===== config.mk =====
export PLATFORM = sky130hd
export DESIGN_NAME = sa_operand_feeder
export DESIGN_NICKNAME = d
export VERILOG_FILES = /design/src/rtl/sa_operand_feeder.sv
export SDC_FILE = /design/constraint.sdc
export NUM_CORES = 1
export LEC_CHECK = 0
export BUFFER_PORTS_ARGS = -buffer_cell sky130_fd_sc_hd__buf_4
export CORE_UTILIZATION = 66
export CTS_BUF_LIST = sky130_fd_sc_hd__clkbuf_2
export DETAILED_ROUTE_END_ITERATION = 8
export MAX_ROUTING_LAYER = met4
export PLACE_DENSITY = 0.95
export SYNTH_ARGS = -nofsm -noshare
export SYNTH_HDL_FRONTEND = slang
export SYNTH_SLANG_ARGS = --single-unit
export TNS_END_PERCENT = 10

===== constraint.sdc =====
create_clock -name clk -period 9.5 [get_ports clk]
set_input_delay 0.475 -clock clk [delete_from_list [all_inputs] [get_ports clk]]
set_output_delay 0.475 -clock clk [all_outputs]
set_load 0.02 [all_outputs]

===== src/rtl/sa_operand_feeder.sv =====
// Buffers one N x N A and B matrix from a byte stream, then feeds them diagonally skewed into a systolic array.
// Start-to-done takes 3N cycles; in_ready is high only while loading (IDLE); bytes offered in any other state are dropped.
module sa_operand_feeder #(
  parameter int N  = 2,
  parameter int DW = 8
) (
  input  logic          clk,
  input  logic          rst,
  input  logic          in_valid,
  input  logic [DW-1:0] in_data,
  output logic          in_ready,
  input  logic          start,
  output logic [N*DW-1:0] a_out,
  output logic [N*DW-1:0] b_out,
  output logic          feed_valid,
  output logic          acc_clr,
  output logic          busy,
  output logic          done
);

  localparam int NN = N * N;
  localparam int CW = $clog2(2 * NN) + 1;
  localparam int SW = $clog2(2 * N) + 1;

  typedef enum logic [2:0] {S_IDLE, S_FULL, S_CLEAR, S_FEED, S_FLUSH} state_t;

  state_t            r_state, w_state_nxt;
  logic [CW-1:0]     r_cnt, w_cnt_nxt;
  logic [SW-1:0]     r_step, w_step_nxt;
  logic [NN*DW-1:0]  r_a, r_b;
  logic              w_accept;
  int                w_t;
  logic [N*DW-1:0]   w_a_nxt, w_b_nxt;

  assign w_accept = (r_state == S_IDLE) && in_valid;
  assign w_t      = int'(w_step_nxt);

  always_comb begin
    w_state_nxt = r_state;
    w_cnt_nxt   = r_cnt;
    w_step_nxt  = r_step;
    case (r_state)
      S_IDLE: begin
        if (w_accept) begin
          w_cnt_nxt = r_cnt + 1'b1;
          if (r_cnt == CW'(2 * NN - 1)) w_state_nxt = S_FULL;
        end
      end
      S_FULL: begin
        if (start) w_state_nxt = S_CLEAR;
      end
      S_CLEAR: begin
        w_state_nxt = S_FEED;
        w_step_nxt  = '0;
      end
      S_FEED: begin
        if (r_step == SW'(2 * N - 2)) begin
          w_state_nxt = S_FLUSH;
          w_step_nxt  = '0;
        end else begin
          w_step_nxt = r_step + 1'b1;
        end
      end
      S_FLUSH: begin
        if (r_step == SW'(N - 1)) begin
          w_state_nxt = S_IDLE;
          w_cnt_nxt   = '0;
          w_step_nxt  = '0;
        end else begin
          w_step_nxt = r_step + 1'b1;
        end
      end
      default: begin
        w_state_nxt = S_IDLE;
        w_cnt_nxt   = '0;
        w_step_nxt  = '0;
      end
    endcase
  end

  // Operands are decoded from the next step so the registered edge shows step t during cycle t.
  always_comb begin
    w_a_nxt = '0;
    w_b_nxt = '0;
    if (w_state_nxt == S_FEED) begin
      for (int i = 0; i < N; i++) begin
        if (w_t >= i && (w_t - i) < N) begin
          w_a_nxt[i*DW +: DW] = r_a[(i * N + (w_t - i)) * DW +: DW];
          w_b_nxt[i*DW +: DW] = r_b[((w_t - i) * N + i) * DW +: DW];
        end
      end
    end
  end

  always_ff @(posedge clk) begin
    if (w_accept) begin
      if (r_cnt < CW'(NN)) r_a[int'(r_cnt) * DW +: DW] <= in_data;
      else                 r_b[(int'(r_cnt) - NN) * DW +: DW] <= in_data;
    end
  end

  always_ff @(posedge clk) begin
    if (rst) begin
      r_state <= S_IDLE;
      r_cnt   <= '0;
      r_step  <= '0;
    end else begin
      r_state <= w_state_nxt;
      r_cnt   <= w_cnt_nxt;
      r_step  <= w_step_nxt;
    end
  end

  always_ff @(posedge clk) begin
    if (rst) begin
      in_ready   <= 1'b1;
      a_out      <= '0;
      b_out      <= '0;
      feed_valid <= 1'b0;
      acc_clr    <= 1'b0;
      busy       <= 1'b0;
      done       <= 1'b0;
    end else begin
      in_ready   <= (w_state_nxt == S_IDLE);
      a_out      <= w_a_nxt;
      b_out      <= w_b_nxt;
      feed_valid <= (w_state_nxt == S_FEED) || (w_state_nxt == S_FLUSH);
      acc_clr    <= (w_state_nxt == S_CLEAR);
      busy       <= (w_state_nxt == S_CLEAR) || (w_state_nxt == S_FEED) || (w_state_nxt == S_FLUSH);
      done       <= (w_state_nxt == S_FLUSH) && (w_step_nxt == SW'(N - 1));
    end
  end

endmodule


Word level (Yosys, flattened, before mapping)
Index checks and enable logic that the tools add are counted.

Register bits: 111. Latch bits: 0. Memory bits (writable): 0. Memory bits (read-only): 0. Output and inout bits: 37. Memories kept: 0.

Add/sub/neg operators: 8. $mul: 0. Divide/modulo/power cells: 0. $lt $le $gt $ge: 5. Equal/unequal tests: 13. Shifts and indexed selects: 8. Muxes and demuxes: 14. Bitwise gates (word level): 5. Reduce and logical (&&, ||, !) cells: 16.

Operator list (count): $shift A8 B33 Y32 const A (2); $shiftx A8 B33 Y32 (2); $bwmux W32 (2); $neg A7 Y33 (1); $neg A8 Y33 (1); $shiftx A32 B32 Y8 (1); $shiftx A32 B7 Y8 (1); $shiftx A32 B8 Y8 (1); $shiftx A32 B9 Y8 (1); $mux W3 (7); $eq A3 B2 Y1 const B (5); $pmux W3 S5 (1); $pmux W4 S3 (1); $eq A3 B1 Y1 const B (3); $pmux W3 S3 (1); $reduce_or A3 Y1 (3); $lt A4 B3 Y1 const B (2); $mux W4 (2); $add A5 B2 Y6 const B (1); $eq A3 B3 Y1 const B (2); $ge A3 B1 Y1 const B (2); $logic_not A3 Y1 (2); $add A3 B4 Y5 const A (1); $not A1 Y1 (5); 12 further kinds (19).

Longest topological paths before layout
Gate-level depths: netlist of the first run.

Depth in word-level cells: 8. Mapped depth: 15. Gate-level depth less buffers: 12.

Worst setup path after synthesis of the first run
Ideal clock, no wire load.

Path type: reg-to-reg. From: register r_step[0]. To: register a_out[10]. Data arrival time: 3.011 ns. Setup slack: 6.421 ns. Stages on the path, launching flop included: 16. Path buffers: 4. Path through: dfxtp_1 buf_2 nor4bb_1 a21oi_1 o21ai_1 buf_2 buf_4 inv_1 ha_1 clkbuf_1 inv_2 ha_1 nor4_1 and4_1 o211ai_2 nor2b_1.

Cells in the longest elaborated chain, start to end: 8.

RTL lines: from (decl) (RTL line 29) `logic [SW-1:0] r_step, w_step_nxt;`; from (signal assigned) (RTL line 110) `r_step <= w_step_nxt;`; branches (longest 8 deep; another with $add A3 B4 Y5); to (signal assigned) (RTL line 125) `a_out <= w_a_nxt;`; to (decl) (RTL line 13) `output logic [N*DW-1:0] a_out,`.

Several ways; the timed one is not identified. A chain may end at the register's enable or synchronous reset.

Worst setup path in the final report of the first run
From: register r_state[2]. To: register a_out[8].

Cells in the longest elaborated chain, start to end: 8.

RTL lines: from (decl) (RTL line 27) `state_t r_state, w_state_nxt;`; from (signal assigned) (RTL line 108) `r_state <= w_state_nxt;`; branches (longest 8 deep; another with $add A3 B4 Y5).

Several ways; the timed one is not identified.

==> results of run 1 <==
==> through the flow <==
step | total power, uW | setup slack (ns) | utilization, %
finish | 749.6 | 5.583 | 75.70
global route | 777.1 | 5.283 | 75.70
CTS | 751.2 | 5.601 | 75.70
detailed placement | 561.6 | 5.615 | 74.35
global placement | 557.8 | 5.885 | 74.35
floorplan | 544.6 | 6.421 | -
==> Yosys cell counts, types with 2 or more instances <==
master	number	area (um^2)
ha_1	13	162.7
nor2b_1	11	68.82
nor2_1	22	82.58
nor4_1	6	37.54
buf_4	2	15.01
and4_1	2	17.52
mux4_2	8	180.2
a211o_1	2	17.52
buf_2	11	55.05
dfxtp_1	47	940.9
nand2b_1	4	25.02
nor3_1	5	25.02
o22ai_1	8	50.05
mux2i_1	17	170.2
edfxtp_1	64	1922
o21ai_0	3	15.01
and2_1	66	412.9
nand3_1	3	15.01
clkbuf_1	3	11.26
nor3b_1	4	30.03
xnor2_1	2	17.52
nor4b_1	2	17.52
nor4bb_1	2	20.02
o31ai_1	3	22.52
o211a_1	2	20.02
inv_2	2	7.510
or3_1	2	12.51
inv_1	14	52.55
nand2_1	50	187.7
nand4_1	4	25.02
a21oi_1	24	120.1
a31oi_1	3	18.77
==> layer usage <==
layer / global-route usage, % / vias up / part of all wire, %
met5: - / - / 0
met4: 12.99 / 0 / 3.0
met3: 5.263 / 40 / 5.5
met2: 49.72 / 150 / 52
met1: 33.29 / 1653 / 39
li1: - / 1626 / -
==> cell families (layout without fill, tap and decap cells) <==
| group | count (synthesis) | count (layout) | synth area share, % |
|---|---|---|---|
| buffers and inverters | 34 | 85 | 3.133 |
| adder cells (fa/ha/maj) | 14 | 14 | 3.659 |
| multiplexers | 25 | 25 | 7.017 |
| AO/OA/AOI/OAI | 57 | 57 | 7.669 |
| AND/OR/NAND/NOR | 190 | 190 | 20.65 |
| flip-flops | 111 | 111 | 57.34 |
| XOR/XNOR | 3 | 3 | 0.5264 |
==> power breakdown <==
group	internal (uW)	switching (uW)
clock	40.2	157
sequential	510	3.48
combinational	14.8	24.0
total	565	184
==> final cells by class <==
cell class                 instances  area (um^2)
sequential                       111         2863
fill                             478         1772
inverter                          16        60.06
timing repair buffer              53        397.9
multi-input combinational        289         1977
clock inverter                     6        48.80
tap                               99        123.9
clock buffer                      10        50.05
==> worst min-delay path by stage <==
stage / start / to / slack, ns / cells after the start
floorplan: r_b[0]$_DFFE_PP_ / b_out[0]$_SDFF_PP0_ / 0.47 / 2
global placement: r_b[27]$_DFFE_PP_ / b_out[11]$_SDFF_PP0_ / 0.48 / 2
detailed placement: r_b[29]$_DFFE_PP_ / b_out[13]$_SDFF_PP0_ / 0.50 / 2
CTS: rst / r_step[2]$_SDFF_PP0_ / 0.12 / 2
global route: rst / r_step[2]$_SDFF_PP0_ / 0.09 / 2
finish: rst / r_step[2]$_SDFF_PP0_ / 0.13 / 2
==> sequential cells by signal, indices dropped and copies added (netlist names), 3 cells and up <==
register	cells
r_b	32
a_out	16
r_cnt	4
b_out	16
r_state	3
r_step	3
r_a	32
==> metrics.md, run 1 <==
| Metric | Value |
|---|---|
| Placed cells | 568 |
| Routability Congestion | around 0.9 |
| Async SR Flop Fraction | 0% |
| RSZ-0062 raised after global routing | no |
| Fin crit period | roughly 3.9 ns |
| CTS tree | done |
| Sequential area share after synthesis | 57.34% |
| Cells after synthesis | about 430 |
| Most used cell, CP | ha_1 |
| Post-cts sizing count | 0 |
| Max Slew Vio Count | 0 |
| N_diodes | 0 |
| Core ar. | around 0.0073 mm^2 |
| Worst hold-check path type | in2reg |
| Clock transition at path regs | about 0.29 ns |
| EDFF count, synth | 64 |
| Worst path top cell family by delay | compound AO/OA/AOI/OAI gates |
| Initial antenna violation count | 0 |
| LEAKAGE | 0.002117 uW |
| Placement Cell Area | approximately 0.0054 mm^2 |
| Sinks on Clock Net | 111 |
| Die H | slightly below 90 um |
| Most frequent cells in the layout | and2_1, edfxtp_1, buf_4 |
| Grt ovf | 0 |
| Power density over the cells | 135.8 mW/mm^2 |
| Starting density of the core | just under 70% |
| Crit path DAT | 4.45 ns |
| Slew margin rel. | 20.82% |
| Worst IR Drop VDD | 0.09331 mV |
| Total track usage | 28.94% |
| # hold bufs at CTS | 0 |
| Worst hold margin | around 0.13 ns |
| DRC | 0 |
| Fin. Hold Viols | 0 |
| Unique masters post-synth | 55 |
| Vias/cell | slightly below 6 |
| Critical Setup Path Class | reg2reg |
| WL final | ~10 mm |
| Required time worst endpoint | around 10 ns |
| Worst path bufs/invs | 2 |
| Final Cell Area | around 0.0055 mm^2 |
| Worst skew pair latency | slightly below 0.6 ns |
| DRT iter0 DRCs | 292 |
| Row count | 31 |
| Predominant post-synthesis flop cell | edfxtp_1 |
| Worst slew pin tran | between 1 and 1.5 ns |
| Post-route ant nets | 0 |
| First-pass GRT wire length | around 16 mm |
| RR Startpoint | r_state[2]$_SDFF_PP0_ |
| Worst-path fanout max | 17 |
| Worst stage delay on the critical path | 0.84 ns |
| H-tree levels | 3 |
| Setup violators final | 0 |
| Cells along the critical path | nor3b_2 > a21oi_1 > o21ai_2 > inv_1 > ha_1 > inv_2 > ha_1 > nor4_1 > and4_1 > o211ai_2 > nor2b_1 |
| TNS Setup | 0 ns |
| Die footprint | about 0.008 mm^2 |
| Syn nets | 460 |
| Critical path endpoint | a_out[8]$_SDFF_PP0_ |
| Critical Path Stages | 11 |
| FMAX | 0.2553 GHz |
| Clock Skew | 0.02994 ns |
| Worst setup SP type | register |
| Number of global-route vias before repair | around 3.4k |
| RR Endpoint | a_out[8]$_SDFF_PP0_ |
| Root Buffer | clkbuf_2 |
| Die Wd | a little under 90 um |
| WL per Instance | between 15 and 20 um |
| Cell Area, Synth | about 0.005 mm^2 |
| Total CTS buffers | 9 |
| Net count, final | just over 500 |
| Count of state elements after synthesis | about 110 |
| Clock Path Buffers | 2 |
| Non-filler cells, final | about 580 |
| Syn-to-layout area delta | 10.58% |
| Max_cap viols | 0 |
| Final period utilization | 41.23% |
| Reg2reg path depth | 11 |
| Most common cell after layout, fill and taps aside | and2_1 |
| YS warnings | 0 |
| First-pass DRT Iterations | 5 |
| Syn Area/Cell | ~12 um^2 |
| Slowest stage cell on the critical path | o21ai_2 |
| Reg2Reg Setup Slack | around 5.6 ns |
| Port-buffer cells | 48 |
| Layout cells sized above 1 | 17.73% |
| Number of primary I/O pins | 49 |
| Postcts setup bufs | 0 |
| Total number of vias | 3469 |
| Hpwl dp | around 7.5 mm |
| Largest net degree at the start of global routing | 25 |
| Status | finished, final reports clean |
| Worst setup path startpoint | r_state[2]$_SDFF_PP0_ |
| Worst setup EP type | register |
Power figures use the tool's default switching activity.
==> inputs of run 2 (changes only) <==
Settings changed: CORE_UTILIZATION 66 to 55, PLACE_DENSITY 0.95 to 0.87.
Clock period 9.5 ns to 3.25 ns, I/O delays scaled along.
==> run 2 against run 1 <==
Compared with the run above: cell count up 4.8%; power grew to 3.0 times the previous value; die area increased by 20%; maximum frequency up 28%; sequential power rose to 2.9 times the previous value; combinational power increased to 3.2 times the previous value; via count fell by 0.12%; non-clock buffer count grew 19; worst setup slack worse by 5.4 ns; core utilization down 10 points.
==> metrics.md, run 2 (synthesis gave the netlist of run 1 again) <==
| Metric | Value |
|---|---|
| Status | finished, final reports clean |
| Largest regs | r_a (32), r_b (32) |
| Grt ovf | 0 |
| Core ar. | 0.008763 mm^2 |
| Number of primary I/O pins | 49 |
| Die Wd | approximately 97 um |
| Register Area | ~0.0029 mm^2 |
| Total number of vias | 3465 |
| First-pass DRT Iterations | 4 |
| Initial antenna violation count | 0 |
| Critical Setup Path Class | reg2reg |
| LEAKAGE | roughly 0.0022 uW |
| DRT iter0 DRCs | around 220 |
| Port-buffer cells | 48 |
| Worst skew pair latency | a little under 0.6 ns |
| Setup violators final | 0 |
| Worst setup SP type | register |
| Worst hold-check path type | in2reg |
| Power density over the cells | 391.0 mW/mm^2 |
| Hold Crit Start | rst |
| Final period utilization | between 90% and 100% |
| Total CTS buffers | 9 |
| Slew margin rel. | 48.24% |
| N_diodes | 0 |
| Post-route ant nets | 0 |
| Postcts setup bufs | 0 |
| H-tree levels | 3 |
| RSZ-0062 raised after global routing | no |
| Layout cells sized above 1 | a little under a fifth |
| Clock Path Buffers | 2 |
| DRC | 0 |
| Pre-CTS WS | approximately 0.23 ns |
| Root Buffer | clkbuf_2 |
| Worst IR Drop VDD | about 0.29 mV |
| Reg2reg path depth | 11 |
| Most frequent cells in the layout | and2_1, edfxtp_1, buf_4 |
| Clock Skew | between 0.02 and 0.03 ns |
| First-pass GRT wire length | ~16 mm |
| Worst hold endpoint | r_state[1]$_SDFF_PP0_ |
| Clock transition at path regs | a little over 0.3 ns |
| Final setup margin | approximately 0.19 ns |
| RR Endpoint | a_out[8]$_SDFF_PP0_ |
| Total track usage | a little under a quarter |
| WL final | approximately 10 mm |
| Worst Hold Depth | 3 |
| Row count | 34 |
| Most common cell after layout, fill and taps aside | and2_1 |
| Fin. Hold Viols | 0 |
| Net count, final | between 500 and 600 |
| Fillers | about 640 |
| Fin crit period | between 3 and 4 ns |
| Die footprint | approximately 0.0095 mm^2 |
| Starting density of the core | between 50% and 60% |
| Routability Congestion | 0.9727 |
| Crit path DAT | 3.59 ns |
| Worst-path fanout max | 9 |
| Worst setup EP type | register |
| Number of global-route vias before repair | around 3.4k |
| Syn-to-layout area delta | 14.69% |
| Largest net degree at the start of global routing | 24 |
| FMAX | between 0.3 and 0.4 GHz |
| Reg2Reg Setup Slack | 0.19 ns |
| Max Slew Vio Count | 0 |
| Required time worst endpoint | between 3 and 4 ns |
| Worst slew pin tran | a little under 0.8 ns |
| WL per Instance | around 17 um |
| Max_cap viols | 0 |
| Vias/cell | between 5 and 6 |
| Multi-input gate area | 0.001977 mm^2 |
| Hpwl dp | just over 7 mm |
| Sinks on Clock Net | ~110 |
| RR Startpoint | r_state[0]$_SDFF_PP0_ |
| Die H | 97.27 um |
| TNS Setup | 0 ns |
| CTS tree | done |
==> run 2: cell count changes in the layout (fill, tap and decap cells not counted), sizes merged <==
cell / change
clkinv: +1
clkbuf: -1
buf: +7
dlygate4sd3: +12
==> run 2: metal layers <==
| metal | part of all wire, % | up-vias | GRT usage [%] |
|---|---|---|---|
| li1 | - | 1671 | - |
| met1 | 43 | 1654 | 27.61 |
| met2 | 50 | 117 | 38.30 |
| met3 | 4.9 | 23 | 3.957 |
| met4 | 2.4 | 0 | 9.955 |
| met5 | 0 | - | - |
==> run 2: report_power, final <==
group	internal (uW)	leakage, uW	switching, uW
clock	127	0.0000732	486
combinational	51.9	0.00121	71.5
sequential	1490	0.000939	9.91
==> run 2: critical path, stage by stage, from the launching register on <==
cell and delay (ns):
dfxtp_1 0.57, nor4bb_1 0.39, a21oi_1 0.09, o21ai_2 0.15
inv_1 0.10, ha_1 0.49, inv_2 0.12, ha_1 0.32
nor4_1 0.23, and4_1 0.24, o211ai_2 0.16, nor2b_1 0.15
==> run 2: metrics by stage <==
step	std cells	hold WS [ns]	power (uW)	area (um^2)	util [%]
finish	612	0.3456	2239	5725	65.33
global route	612	0.3311	2324	5725	65.33
CTS	612	0.3125	2251	5723	65.31
detailed placement	584	0.4531	1641	5485	62.59
global placement	584	0.4315	1632	5485	62.59
floorplan	434	0.2422	1592	4992	-
==> run 2: worst max path at each step <==
stage,start,end,cells after the start
2_1_floorplan,r_step[0]$_SDFF_PP0_,a_out[10]$_SDFF_PP0_,15
3_3_place_gp,r_state[2]$_SDFF_PP0_,a_out[13]$_SDFF_PP0_,11
3_5_place_dp,r_state[2]$_SDFF_PP0_,a_out[9]$_SDFF_PP0_,11
4_1_cts,r_state[2]$_SDFF_PP0_,a_out[8]$_SDFF_PP0_,11
5_1_grt,r_state[0]$_SDFF_PP0_,a_out[15]$_SDFF_PP0_,11
6_report,r_state[0]$_SDFF_PP0_,a_out[8]$_SDFF_PP0_,11
==> run 2: layout make-up <==
cell class / instances / share of cell area, %
multi-input cells: 289 / 34.53
flip-flops and latches: 111 / 50.04
clock inverters: 7 / 1.267
inverters: 16 / 1.049
clock buffers: 9 / 0.7867
well taps: 108 / 2.360
repair buffers: 72 / 9.965
==> run 2: timing repair <==
action / 4_1_cts / 5_1_grt
setup endpoints to repair: 0 / 7
hold buffers: 12 / 0
gates resized for setup: 0 / 2
endpoints found under the hold margin: 79 / 0
